--- config.mk ---
export PLATFORM = sky130hd
export DESIGN_NAME = irq_controller
export DESIGN_NICKNAME = d
export VERILOG_FILES = /design/src/rtl/irq_controller.sv
export SDC_FILE = /design/constraint.sdc
export NUM_CORES = 1
export LEC_CHECK = 0
export CAP_MARGIN = 20
export CORE_ASPECT_RATIO = 1.5
export CORE_UTILIZATION = 30
export CTS_BUF_LIST = sky130_fd_sc_hd__clkbuf_8
export CTS_CLUSTER_SIZE = 12
export DETAILED_ROUTE_END_ITERATION = 6
export HOLD_SLACK_MARGIN = 0.06
export PLACE_DENSITY = 0.59
export SKIP_CTS_REPAIR_TIMING = 1
export SLEW_MARGIN = 20
export SYNTH_ARGS = -nofsm -noshare
export SYNTH_HDL_FRONTEND = slang
export SYNTH_SLANG_ARGS = --single-unit
--- constraint.sdc ---
create_clock -name clk -period 2.15 [get_ports clk]
set_input_delay 0.3225 -clock clk [delete_from_list [all_inputs] [get_ports clk]]
set_output_delay 0.3225 -clock clk [all_outputs]
set_load 0.01 [all_outputs]
--- src/rtl/irq_controller.sv ---
// irq_controller: vectored interrupt controller between interrupt sources and
// the CPU's PC-select logic. Rising edges on irq_in are latched as pending.
// Pending sources that are also enabled are resolved by fixed priority, where
// the lowest index wins. The winner is offered as a request plus a vector
// address, using a req/ack/done handshake.
// Optional build macro IRQ_NEST_EN turns on nesting. With nesting on, a
// strictly higher-priority candidate preempts an active service routine.
module irq_controller #(
  parameter int          NUM_IRQ  = 4,
  parameter int          ADDR_W   = 10,
  parameter int unsigned VEC_BASE = 32'h3FA,
  parameter int          ID_W     = (NUM_IRQ > 1) ? $clog2(NUM_IRQ) : 1
) (
  input  logic               clk,
  input  logic               reset,
  input  logic [NUM_IRQ-1:0] irq_in,
  input  logic               en_we,
  input  logic [NUM_IRQ-1:0] en_wdata,
  input  logic               ack,
  input  logic               done,
  output logic               irq_req,
  output logic [ADDR_W-1:0]  dir_out,
  output logic [ID_W-1:0]    irq_id,
  output logic               busy,
  output logic [NUM_IRQ-1:0] pending_out
);

  typedef enum logic [1:0] {S_IDLE, S_REQ, S_SERVICE} state_t;

  state_t               state_reg, state_next;
  logic [NUM_IRQ-1:0]   irq_prev_reg;
  logic [NUM_IRQ-1:0]   pending_reg, pending_next;
  logic [NUM_IRQ-1:0]   enable_reg, enable_next;
  logic [NUM_IRQ-1:0]   isv_reg, isv_next;
  logic                 req_reg, req_next;
  logic [ADDR_W-1:0]    dir_reg, dir_next;
  logic [ID_W-1:0]      id_reg, id_next;

  logic [NUM_IRQ-1:0]   rise, cand, pend_clr, isv_set, isv_clr, id_hot;
  logic [ID_W-1:0]      win_id;

  // The last vector must be addressable; a bad parameter set fails elaboration.
  generate
    if ((64'(VEC_BASE) + 64'(NUM_IRQ) - 64'd1) > ((64'd1 << ADDR_W) - 64'd1)) begin : g_vec_check
      $error("irq_controller: VEC_BASE+NUM_IRQ-1 does not fit in ADDR_W bits");
    end
  endgenerate

  // A source raises an event on a rising edge seen against its previous sample.
  generate
    for (genvar gi = 0; gi < NUM_IRQ; gi++) begin : g_edge
      assign rise[gi] = irq_in[gi] & ~irq_prev_reg[gi];
    end
  endgenerate

  assign cand   = pending_reg & enable_reg;
  assign id_hot = NUM_IRQ'(1) << id_reg;

  function automatic logic [ADDR_W-1:0] vec_addr(input logic [ID_W-1:0] id);
    return ADDR_W'(VEC_BASE) + ADDR_W'(id);
  endfunction

  // Fixed-priority encoder: the lowest candidate index wins.
  always_comb begin
    win_id = '0;
    for (int i = NUM_IRQ - 1; i >= 0; i--) begin
      if (cand[i]) win_id = ID_W'(i);
    end
  end

`ifdef IRQ_NEST_EN
  logic [NUM_IRQ-1:0] isv_low, isv_rest;
  logic [ID_W-1:0]    low_id, rest_id;

  // Lowest in-service index is the routine currently running; rest is what a done leaves.
  always_comb begin
    isv_low  = isv_reg & (~isv_reg + NUM_IRQ'(1));
    isv_rest = isv_reg & ~isv_low;
    low_id   = '0;
    rest_id  = '0;
    for (int i = NUM_IRQ - 1; i >= 0; i--) begin
      if (isv_reg[i])  low_id  = ID_W'(i);
      if (isv_rest[i]) rest_id = ID_W'(i);
    end
  end
`endif

  // Handshake FSM next-state logic, plus pending, enable and in-service updates.
  always_comb begin
    state_next = state_reg;
    req_next   = req_reg;
    dir_next   = dir_reg;
    id_next    = id_reg;
    pend_clr   = '0;
    isv_set    = '0;
    isv_clr    = '0;
    case (state_reg)
      S_IDLE: begin
        if (|cand) begin
          id_next    = win_id;
          dir_next   = vec_addr(win_id);
          req_next   = 1'b1;
          state_next = S_REQ;
        end else begin
          dir_next = '0;
        end
      end
      S_REQ: begin
        if (ack) begin
          pend_clr   = id_hot;
          isv_set    = id_hot;
          req_next   = 1'b0;
          state_next = S_SERVICE;
        end
`ifdef IRQ_NEST_EN
        if (done) isv_clr = isv_low;
`endif
      end
      S_SERVICE: begin
`ifdef IRQ_NEST_EN
        if (done) isv_clr = isv_low;
        if ((|cand) && (win_id < low_id)) begin
          id_next    = win_id;
          dir_next   = vec_addr(win_id);
          req_next   = 1'b1;
          state_next = S_REQ;
        end else if (done) begin
          if (isv_rest == '0) begin
            state_next = S_IDLE;
          end else begin
            id_next  = rest_id;
            dir_next = vec_addr(rest_id);
          end
        end
`else
        if (done) begin
          isv_clr    = id_hot;
          state_next = S_IDLE;
        end
`endif
      end
      default: state_next = S_IDLE;
    endcase
    // A new event on the same edge as its clear wins.
    pending_next = (pending_reg & ~pend_clr) | rise;
    isv_next     = (isv_reg & ~isv_clr) | isv_set;
    enable_next  = en_we ? en_wdata : enable_reg;
  end

  // State and output registers; reset aborts any handshake immediately.
  always_ff @(posedge clk or posedge reset) begin
    if (reset) begin
      state_reg    <= S_IDLE;
      irq_prev_reg <= '0;
      pending_reg  <= '0;
      enable_reg   <= '1;
      isv_reg      <= '0;
      req_reg      <= 1'b0;
      dir_reg      <= '0;
      id_reg       <= '0;
    end else begin
      state_reg    <= state_next;
      irq_prev_reg <= irq_in;
      pending_reg  <= pending_next;
      enable_reg   <= enable_next;
      isv_reg      <= isv_next;
      req_reg      <= req_next;
      dir_reg      <= dir_next;
      id_reg       <= id_next;
    end
  end

  assign irq_req     = req_reg;
  assign dir_out     = dir_reg;
  assign irq_id      = id_reg;
  assign busy        = |isv_reg;
  assign pending_out = pending_reg;

endmodule
Word level (Yosys, flattened, before mapping) --
Cells that the tools add are included.
Word-level totals: register bits after elaboration 31, latch bits 0, RAM bits 0, memory bits (read-only) 0, output and inout port bits 18, logic and storage cells 53, memories kept 0
Cells by class: add/subtract/negate cells 1, multipliers 0, divide/modulo/power cells 0, $lt $le $gt $ge 0, equal/unequal tests 5, shifts and indexed selects 1, mux-type cells 16, bitwise gates (word level) 15, reduce and logical (&&, ||, !) cells 7
Operators with widths (count):
- $mux W4 | 4
- $mux W2 | 7
- $and A4 B4 Y4 | 3
- $mux W10 | 1
- $not A4 Y4 | 2
- $or A4 B4 Y4 | 2
- $reduce_or A4 Y1 | 2
- $ne A2 B2 Y1 const B | 3
- $pmux W2 S3 | 1
- $reduce_and A3 Y1 | 2
- $add A4 B3 Y5 const A | 1
- $and A1 B1 Y1 | 4
- $not A1 Y1 | 4
- $shl A1 B2 Y4 const A | 1
- $eq A2 B1 Y1 const B | 1
- $eq A2 B2 Y1 const B | 1
- $logic_not A2 Y1 | 1
- $mux W1 | 2
- $pmux W1 S2 | 1
- $reduce_and A2 Y1 | 1
- $reduce_bool A2 Y1 | 1

Longest topological paths before layout --
Gate-level depths: netlist of run 1.
word-level depth 7, mapped depth 4, gate-level depth less buffers 3

Worst setup path before layout of run 1 --
OpenSTA, ideal clock, no wires.
kind flip-flop to output port, start register isv_reg[2], end output port busy, arrival 914 ps, data required time 1827 ps, setup slack 914 ps, stages on the path, launching flop included 2, path through dfrtp_1 or4_1
On the way: longest elaborated chain between the ends 1
RTL lines:
- start, declared | line 34 | logic [NUM_IRQ-1:0] isv_reg, isv_next;
- start signal, assigned | line 166 | isv_reg <= isv_next;
- $reduce_or A4 Y1 | line 176 | assign busy = |isv_reg;
- end, declared | line 24 | output logic busy,
Every way passes these cells.

Final worst setup path of run 1 --
Ends and elaborated chain as after synthesis.

==> flow_summary.yaml, run 1 <==
clock_network:
  clock_insertion_delay_worst_skew_ns: 0.26
  cts.clk_slew.worst_paths_ns: 0.08
  cts_inserted_buffers: 3
  ctsHtreeMaxLevel: 1
  clock-root-buffer: "clkbuf_8"
  tritoncts: "yes"
  cts_num_sinks: 25
  ctsLongestPathBuffers: 2
critical_path:
  crit_path_max_incr_delay_ns: 0.53
  timing.critical_path.cells: "or4_1 -> clkdlybuf4s50_1"
  path_buf_inv: 1
  crit_slowest_cell: "or4_1"
  critical_path.startpoint_type: "flop"
  critical-path-top-delay-family: "simple AND/OR/NAND/NOR gates"
  cp_data_required_time_ns: 1.83
  ff2ff_setup_slack_ns: 0.95
  worst_ep_arrival_time_ns: 1.66
  path_class: "flop to primary output"
  worst_setup_path_end_kind: "primary output"
  top_fanout_value_on_the_critical_path: 2
drt:
  routed_wire_length_per_instance_um: 11.9
  met3RoutedLength_um: 71
  met1_length_um: 862
  first_drt_iteration_drcs: 23
  avgViaCountPerCell: 4.55
  met2_wirelength_um: 970
  drt_wl_total_um: 1940
  final_antenna_net_count: 0
  highest_routing_layer_actually_used: "met4"
  vias: 742
  detail_route.drc_violations: 0
  drt_pass1_iterations: 4
logic_synthesis:
  yosys.cell_count.top_type: "dfrtp_1"
  ys.flop_type: "dfrtp_1"
  synth_top_cells_by_area: "dfrtp_1 (50%), dfstp_2 (9.9%), nand2_1 (4.6%), buf_4 (4.3%), mux2_2 (4.3%)"
  post_synth_most_frequent_cells: "dfrtp_1 (21), nand2_1 (13), buf_4 (6), inv_1 (6), o21ai_0 (6)"
  postSynthCellCount: 93
  number_of_enable_flip_flop_cells_after_synthesis: 0
  avgSynthCellArea_um2: 11.4
  post_synth_instance_area_um2: 1060
  share_of_the_synthesized_area_in_the_top_cell_type_pct: 49.6
  synthArstFlopShare_pct: 100
  synth_cell_types: 24
  postSynthRegisterBits: 25
  synth_seq_area_share_pct: 59.5
  syn_nets: 106
  synthDominantAreaCellType: "dfrtp_1"
  yosys_warnings: 0
global_route:
  grt_pass1_wl_um: 3260
  initial_antenna_violation_count: 0
  grt_overflow: 0
  track_usage_pct: 11.6
  first_global_vias: 702
  maximum_number_of_pins_on_one_net_before_global_route_repair: 26
floorplanning:
  die_width_um: 50.5
  initial_utilization_pct: 31.3
  ios: 31
  placeableCoreArea_um2: 3380
  dieArea_um2: 3780
  die_h_um: 74.8
  row_count: 26
pwr:
  static-leakage-power_uw: 0.000612
  power-per-cell-area_nw_per_um2: 1300
  peakVddDrop_mv: 0.581
placed_design:
  detailedPlacementHpwl_um: 1480
  gp_congestion: 0.673
  io_buffer_count: 30
  placed_cells_incl_taps: 159
  post_dp_area_um2: 1360
run:
  max_cap_violations: 0
sta:
  timing.final.crit_period_ns: 1.99
  achievable-frequency_mhz: 503
  worst_slew_margin_rel_pct: 72.2
  setup_tns_ns: 0
  final_min_period_over_clock_period_pct: 92.4
  final-hold-violation-count: 0
  finalSetupViolations: 0
  rsz0062_at_grt: "false"
  worst_slew_pin_slew_ns: 0.417
  timing.clock.skew_ns: 0.00187
  final_max_slew_viol_count: 0
cells_and_area:
  stdcell_count: 163
  stdcell_area_um2: 1410
  insertedDiodeCount: 0
  num-nets-final: 135
  final_layout_size_suffix_gt1_share_pct: 13.2
  areaGrowthSynthToFinish_pct: 33.1
min_path:
  hold_path.class: "input port to async pin"
status:
  run_status: "completed"
## worst min-delay path, delay by kind of cell
kind / cells / cell delay [ns]
buf+inv: 3 / 0.74
## cell families (layout without fill, tap and decap cells)
kind of cell	Yosys count	after routing	share of synthesized area [%]
AND/OR/NAND/NOR	27	27	13.0
buffers and inverters	13	41	7.44
flip-flops	25	25	59.5
multiplexers	4	4	4.25
AO/OA/AOI/OAI	24	24	15.8
## area by class of cell
| type | instances | area (µm²) |
|---|---|---|
| clock buffer | 3 | 41.3 |
| clock inverter | 1 | 5.00 |
| fill | 356 | 1970 |
| inverter | 6 | 22.5 |
| multi-input combinational | 55 | 350 |
| sequential | 25 | 631 |
| tap | 42 | 52.6 |
| timing repair buffer | 31 | 308 |
## per-stage QoR
| step | total power [µW] | utilization, % | setup slack, ns | hold slack (ns) |
|---|---|---|---|---|
| 2_1_floorplan | 1280 | - | 0.914 | 0.347 |
| 3_3_place_gp | 1570 | 40.3 | 0.468 | 0.466 |
| 3_5_place_dp | 1590 | 40.3 | 0.462 | 0.471 |
| 4_1_cts | 1860 | 41.7 | 0.151 | 0.414 |
| 5_1_grt | 1980 | 41.7 | 0.0981 | 0.431 |
| 6_report | 1840 | 41.7 | 0.164 | 0.409 |
## per-layer routing
layer	vias up	global-route usage, %
met5	-	0
met4	0	5.86
met3	4	1.82
met2	22	18.1
met1	348	15.6
li1	368	-
## path summary, 6_finish.rpt
kind	endpoint	start	cells past startpoint
hold reg to reg	dir_out[2]$_DFFE_PP0N_	dir_out[2]$_DFFE_PP0N_	2
max in group asynchronous	enable_reg[3]$_DFFE_PP1P_	reset	3
min in group clk	dir_out[2]$_DFFE_PP0N_	dir_out[2]$_DFFE_PP0N_	2
setup reg to reg	pending_out[3]$_DFF_PP0_	state_reg[1]$_DFFE_PP0P_	3
hold / removal	state_reg[1]$_DFFE_PP0P_	reset	3
setup / recovery	busy	isv_reg[2]$_DFF_PP0_	2
## where the power goes
group          switching, µW  internal (µW)  total (µW)
registers                162            633         795
clock network            136            129         265
logic                    318            459         777
total                    616           1220        1840
## layout by cell type (no fill, tap or decap), types with 2 or more instances in the layout
master	n
a21o_1	2
a22o_1	5
clkbuf_8	3
nand2b_1	4
o21ai_0	6
inv_1	6
nand2_1	13
clkdlybuf4s50_1	30
a21oi_1	3
mux2_2	4
a22oi_1	3
nand3b_1	2
o22a_1	2
nor2_1	3
dfrtp_1	21
dfstp_2	4
Note: power is estimated with default switching activity, not from simulation.
==> run 2, diff against run 1 <==
==> constraint.sdc (replaced) <==
create_clock -name clk -period 2.15 [get_ports clk]
set_input_delay 0.43 -clock clk [delete_from_list [all_inputs] [get_ports clk]]
set_output_delay 0.43 -clock clk [all_outputs]
set_load 0.01 [all_outputs]
==> flow_summary.yaml, run 2 (same netlist as run 1, synthesis figures left out) <==
drt:
  final_antenna_net_count: 0
  avgViaCountPerCell: 4.55
  vias: 742
  drt_wl_total_um: 1940
  routed_wire_length_per_instance_um: 11.9
  drt_pass1_iterations: 4
  first_drt_iteration_drcs: 23
  detail_route.drc_violations: 0
pwr:
  switching_share_of_power_pct: 33.5
  sw_pwr_uw: 616
  static-leakage-power_uw: 0.000611
  power_report.internal_total_uw: 1220
  power-per-cell-area_nw_per_um2: 1300
  power.sequential.fraction_pct: 43.3
  p_comb_share_pct: 42.2
  power_frac_clock_pct: 14.4
  peakVddDrop_mv: 0.576
  post-layout-total-power_uw: 1840
critical_path:
  critical-path-top-delay-family: "buffers and inverters"
  critical_path.startpoint_type: "flop"
  crit_slowest_cell: "clkdlybuf4s50_1"
  worst_setup_path_end_kind: "primary output"
  timing.critical_path.cells: "clkdlybuf4s50_1"
  path_class: "flop to primary output"
  top_fanout_value_on_the_critical_path: 9
  cp_data_required_time_ns: 1.72
  crit_path_max_incr_delay_ns: 0.60
  path_buf_inv: 1
  worst_ep_arrival_time_ns: 1.36
floorplanning:
  die_width_um: 50.5
  row_count: 26
  die_h_um: 74.8
  initial_utilization_pct: 31.3
  placeableCoreArea_um2: 3380
  ios: 31
  dieArea_um2: 3780
cells_and_area:
  areaGrowthSynthToFinish_pct: 33.3
  num-nets-final: 135
  insertedDiodeCount: 0
  stdcell_area_um2: 1410
  final_layout_size_suffix_gt1_share_pct: 13.2
  leading_cell_types_in_the_layout_fill_and_taps_excluded: "clkdlybuf4s50_1 (29), dfrtp_1 (21), nand2_1 (13)"
  mostFrequentLayoutCell: "clkdlybuf4s50_1"
placed_design:
  gp_congestion: 0.673
  io_buffer_count: 30
  detailedPlacementHpwl_um: 1480
  post_dp_area_um2: 1360
global_route:
  maximum_number_of_pins_on_one_net_before_global_route_repair: 26
  first_global_vias: 702
  track_usage_pct: 11.6
  grt_overflow: 0
  grt_pass1_wl_um: 3260
  initial_antenna_violation_count: 0
sta:
  timing.final.crit_period_ns: 1.79
  timing.clock.skew_ns: 0.00169
  worst_slew_margin_rel_pct: 71.8
  rsz0062_at_grt: "false"
  hold_slack_ns: 0.479
  final_min_period_over_clock_period_pct: 83.3
  final_max_slew_viol_count: 0
  final-hold-violation-count: 0
  achievable-frequency_mhz: 559
  worst_slew_pin_slew_ns: 0.423
  setup_tns_ns: 0
  finalSetupViolations: 0
clock_network:
  cts.clk_slew.worst_paths_ns: 0.08
  clock_insertion_delay_worst_skew_ns: 0.26
  ctsHtreeMaxLevel: 1
  cts_inserted_buffers: 3
  tritoncts: "yes"
  cts_num_sinks: 25
  clock-root-buffer: "clkbuf_8"
  ctsLongestPathBuffers: 2
status:
  run_status: "completed"
min_path:
  hold_path.class: "flop to flop"
run:
  max_cap_violations: 0
## run 2: cell count changes in the layout (fill, tap and decap cells not counted)
cell,before,now
dlymetal6s2s_1,0,1
clkdlybuf4s50_1,30,29
## run 2: area by class of cell
class / instances / area [µm²]
Clock buffer: 3 / 41.3
Clock inverter: 1 / 5.00
Fill cell: 355 / 1970
Timing Repair Buffer: 31 / 310
Tap cell: 42 / 52.6
Inverter: 6 / 22.5
Multi-Input combinational cell: 55 / 350
Sequential cell: 25 / 631
## run 2: power by group through the flow
stage,sequential [µW],combinational (µW),clock [µW]
final,796,776,265
after CTS,795,788,280
after detailed placement,803,786,0
after global placement,793,777,0
after global routing,826,855,301
after floorplan,812,465,0
## run 2: worst paths after layout
path,start,endpoint,slack [ns],cells after the start
max reg2reg,state_reg[1]$_DFFE_PP0P_,pending_out[3]$_DFF_PP0_,0.95,3
min,dir_out[2]$_DFFE_PP0N_,dir_out[2]$_DFFE_PP0N_,0.48,2
min in group asynchronous,reset,state_reg[1]$_DFFE_PP0P_,0.52,3
min reg2reg,dir_out[2]$_DFFE_PP0N_,dir_out[2]$_DFFE_PP0N_,0.48,2
max in group asynchronous,reset,enable_reg[3]$_DFFE_PP1P_,1.34,3
max,irq_id[0]$_DFFE_PP0P_,irq_id[0],0.36,1
## run 2: layer usage
metal / part of all wire (%) / GRT usage (%) / vias to the layer above / wire [µm]
li1: - / - / 368 / -
met5: 0 / 0 / - / 0
met1: 44 / 15.6 / 348 / 848
met4: 2.0 / 5.86 / 0 / 39
met2: 50 / 18.1 / 22 / 977
met3: 4.1 / 1.82 / 4 / 79
## run 2: per-stage QoR
step | utilization, % | worst slack [ns] | instances
6_report | 41.8 | 0.360 | 163
5_1_grt | 41.8 | 0.283 | 163
4_1_cts | 41.7 | 0.0439 | 163
3_5_place_dp | 40.3 | 0.354 | 159
3_3_place_gp | 40.3 | 0.361 | 159
2_1_floorplan | - | 0.806 | 93
==> run 3, diff against run 2 <==
Settings changed: PLACE_DENSITY 0.59 to 0.61.
Clock period 2.15 ns to 1.6 ns, I/O delays scaled along.
==> flow_summary.yaml, run 3 (same netlist as run 1, synthesis figures left out) <==
drt:
  avgViaCountPerCell: 4.57
  vias: 768
  routed_wire_length_per_instance_um: 11.9
  final_antenna_net_count: 0
  detail_route.drc_violations: 0
  drt_wl_total_um: 1990
  first_drt_iteration_drcs: 10
  drt_pass1_iterations: 4
clock_network:
  clock-root-buffer: "clkbuf_8"
  ctsLongestPathBuffers: 2
  clock_insertion_delay_worst_skew_ns: 0.26
  cts.clk_slew.worst_paths_ns: 0.08
  cts_num_sinks: 25
  tritoncts: "yes"
  cts_inserted_buffers: 3
  ctsHtreeMaxLevel: 1
placed_design:
  detailedPlacementHpwl_um: 1520
  gp_congestion: 0.701
  placed_cells_incl_taps: 160
  io_buffer_count: 30
critical_path:
  worstRegToRegCells: 4
  worst_setup_path_end_kind: "primary output"
  cp_data_required_time_ns: 1.28
  worstReg2RegStart: "pending_out[3]$_DFF_PP0_"
  critical_path.startpoint_type: "flop"
  path_class: "flop to primary output"
  top_fanout_value_on_the_critical_path: 2
  crit-reg2reg-capture: "state_reg[0]$_DFFE_PP0P_"
  worst_ep_arrival_time_ns: 1.29
  ff2ff_setup_slack_ns: 0.32
pwr:
  peakVddDrop_mv: 0.891
  sw_pwr_uw: 847
  post-layout-total-power_uw: 2550
  power.sequential.fraction_pct: 40.8
  power_frac_clock_pct: 13.8
  power-per-cell-area_nw_per_um2: 1760
  power_report.internal_total_uw: 1710
  static-leakage-power_uw: 0.000657
  switching_share_of_power_pct: 33.2
  p_comb_share_pct: 45.4
status:
  run_status: "finished with violations"
  violations: "negative setup slack"
cells_and_area:
  insertedDiodeCount: 0
  finish.utilization_pct: 42.9
  stdcell_count: 168
  final_layout_size_suffix_gt1_share_pct: 19.0
  areaGrowthSynthToFinish_pct: 37.1
  sequential_cell_area_um2: 634
  num-nets-final: 140
  fillCellCount: 366
  leading_cell_types_in_the_layout_fill_and_taps_excluded: "clkdlybuf4s50_1 (26), dfrtp_1 (18), nand2_1 (13)"
  total_area_of_multi_input_combinational_cells_um2: 350
  mostFrequentLayoutCell: "clkdlybuf4s50_1"
global_route:
  grt_pass1_wl_um: 3290
  track_usage_pct: 11.8
  first_global_vias: 732
  grt_overflow: 0
  initial_antenna_violation_count: 0
  maximum_number_of_pins_on_one_net_before_global_route_repair: 26
floorplanning:
  dieArea_um2: 3780
  row_count: 26
  placeableCoreArea_um2: 3380
  die_width_um: 50.5
  die_h_um: 74.8
  ios: 31
  initial_utilization_pct: 31.3
sta:
  final_min_period_over_clock_period_pct: 101
  finalSetupViolations: 1
  setup_tns_ns: -0.0103
  final_max_slew_viol_count: 0
  worst_slew_pin_slew_ns: 0.437
  layout_setup_ws_ns: -0.0103
  rsz0062_at_grt: "true"
  timing.final.crit_period_ns: 1.61
  worst_slew_margin_rel_pct: 70.9
  final-hold-violation-count: 0
  timing.clock.skew_ns: 0.00284
  achievable-frequency_mhz: 621
run:
  max_cap_violations: 0
min_path:
  hold_path.class: "input port to async pin"
run 3: final cells by class:
| class | instances | area share, % |
|---|---|---|
| flip-flops and latches | 25 | 43.7 |
| multi-input cells | 55 | 24.1 |
| repair buffers | 36 | 23.9 |
| well taps | 42 | 3.62 |
| clock buffers | 3 | 2.84 |
| inverters | 6 | 1.55 |
| clock inverters | 1 | 0.258 |
run 3: worst max path at each step:
stage / to / from
floorplan: busy / isv_reg[2]$_DFF_PP0_
global placement: busy / isv_reg[2]$_DFF_PP0_
detailed placement: busy / isv_reg[2]$_DFF_PP0_
CTS: busy / isv_reg[2]$_DFF_PP0_
global route: busy / isv_reg[2]$_DFF_PP0_
finish: busy / isv_reg[2]$_DFF_PP0_
run 3: per-stage QoR:
stage | worst slack (ns) | instance area, µm² | hold WS (ns)
6_report | -0.0103 | 1450 | 0.398
5_1_grt | -0.0750 | 1450 | 0.419
4_1_cts | -0.375 | 1420 | 0.407
3_5_place_dp | -0.0805 | 1370 | 0.474
3_3_place_gp | -0.0687 | 1370 | 0.466
2_1_floorplan | 0.366 | 1060 | 0.344
run 3: power groups by stage:
stage               Sequential (µW)  Combinational (µW)  Clock, µW
floorplan                      1090                 625          0
global placement               1050                1080          0
detailed placement             1070                1100          0
CTS                            1060                1100        366
global route                   1080                1280        396
finish                         1040                1160        352
run 3: critical path, cell delays in order, from the launching register on:
cell and delay, ns:
dfrtp_1 0.38, or4_1 0.52, clkbuf_2 0.14
run 3: metal layers:
layer / global-route usage (%) / vias up / share of wire [%]
li1: - / 379 / -
met1: 13.0 / 366 / 40
met2: 21.9 / 21 / 55
met3: 1.82 / 2 / 3.8
met4: 5.56 / 0 / 0.95
met5: 0 / - / 0
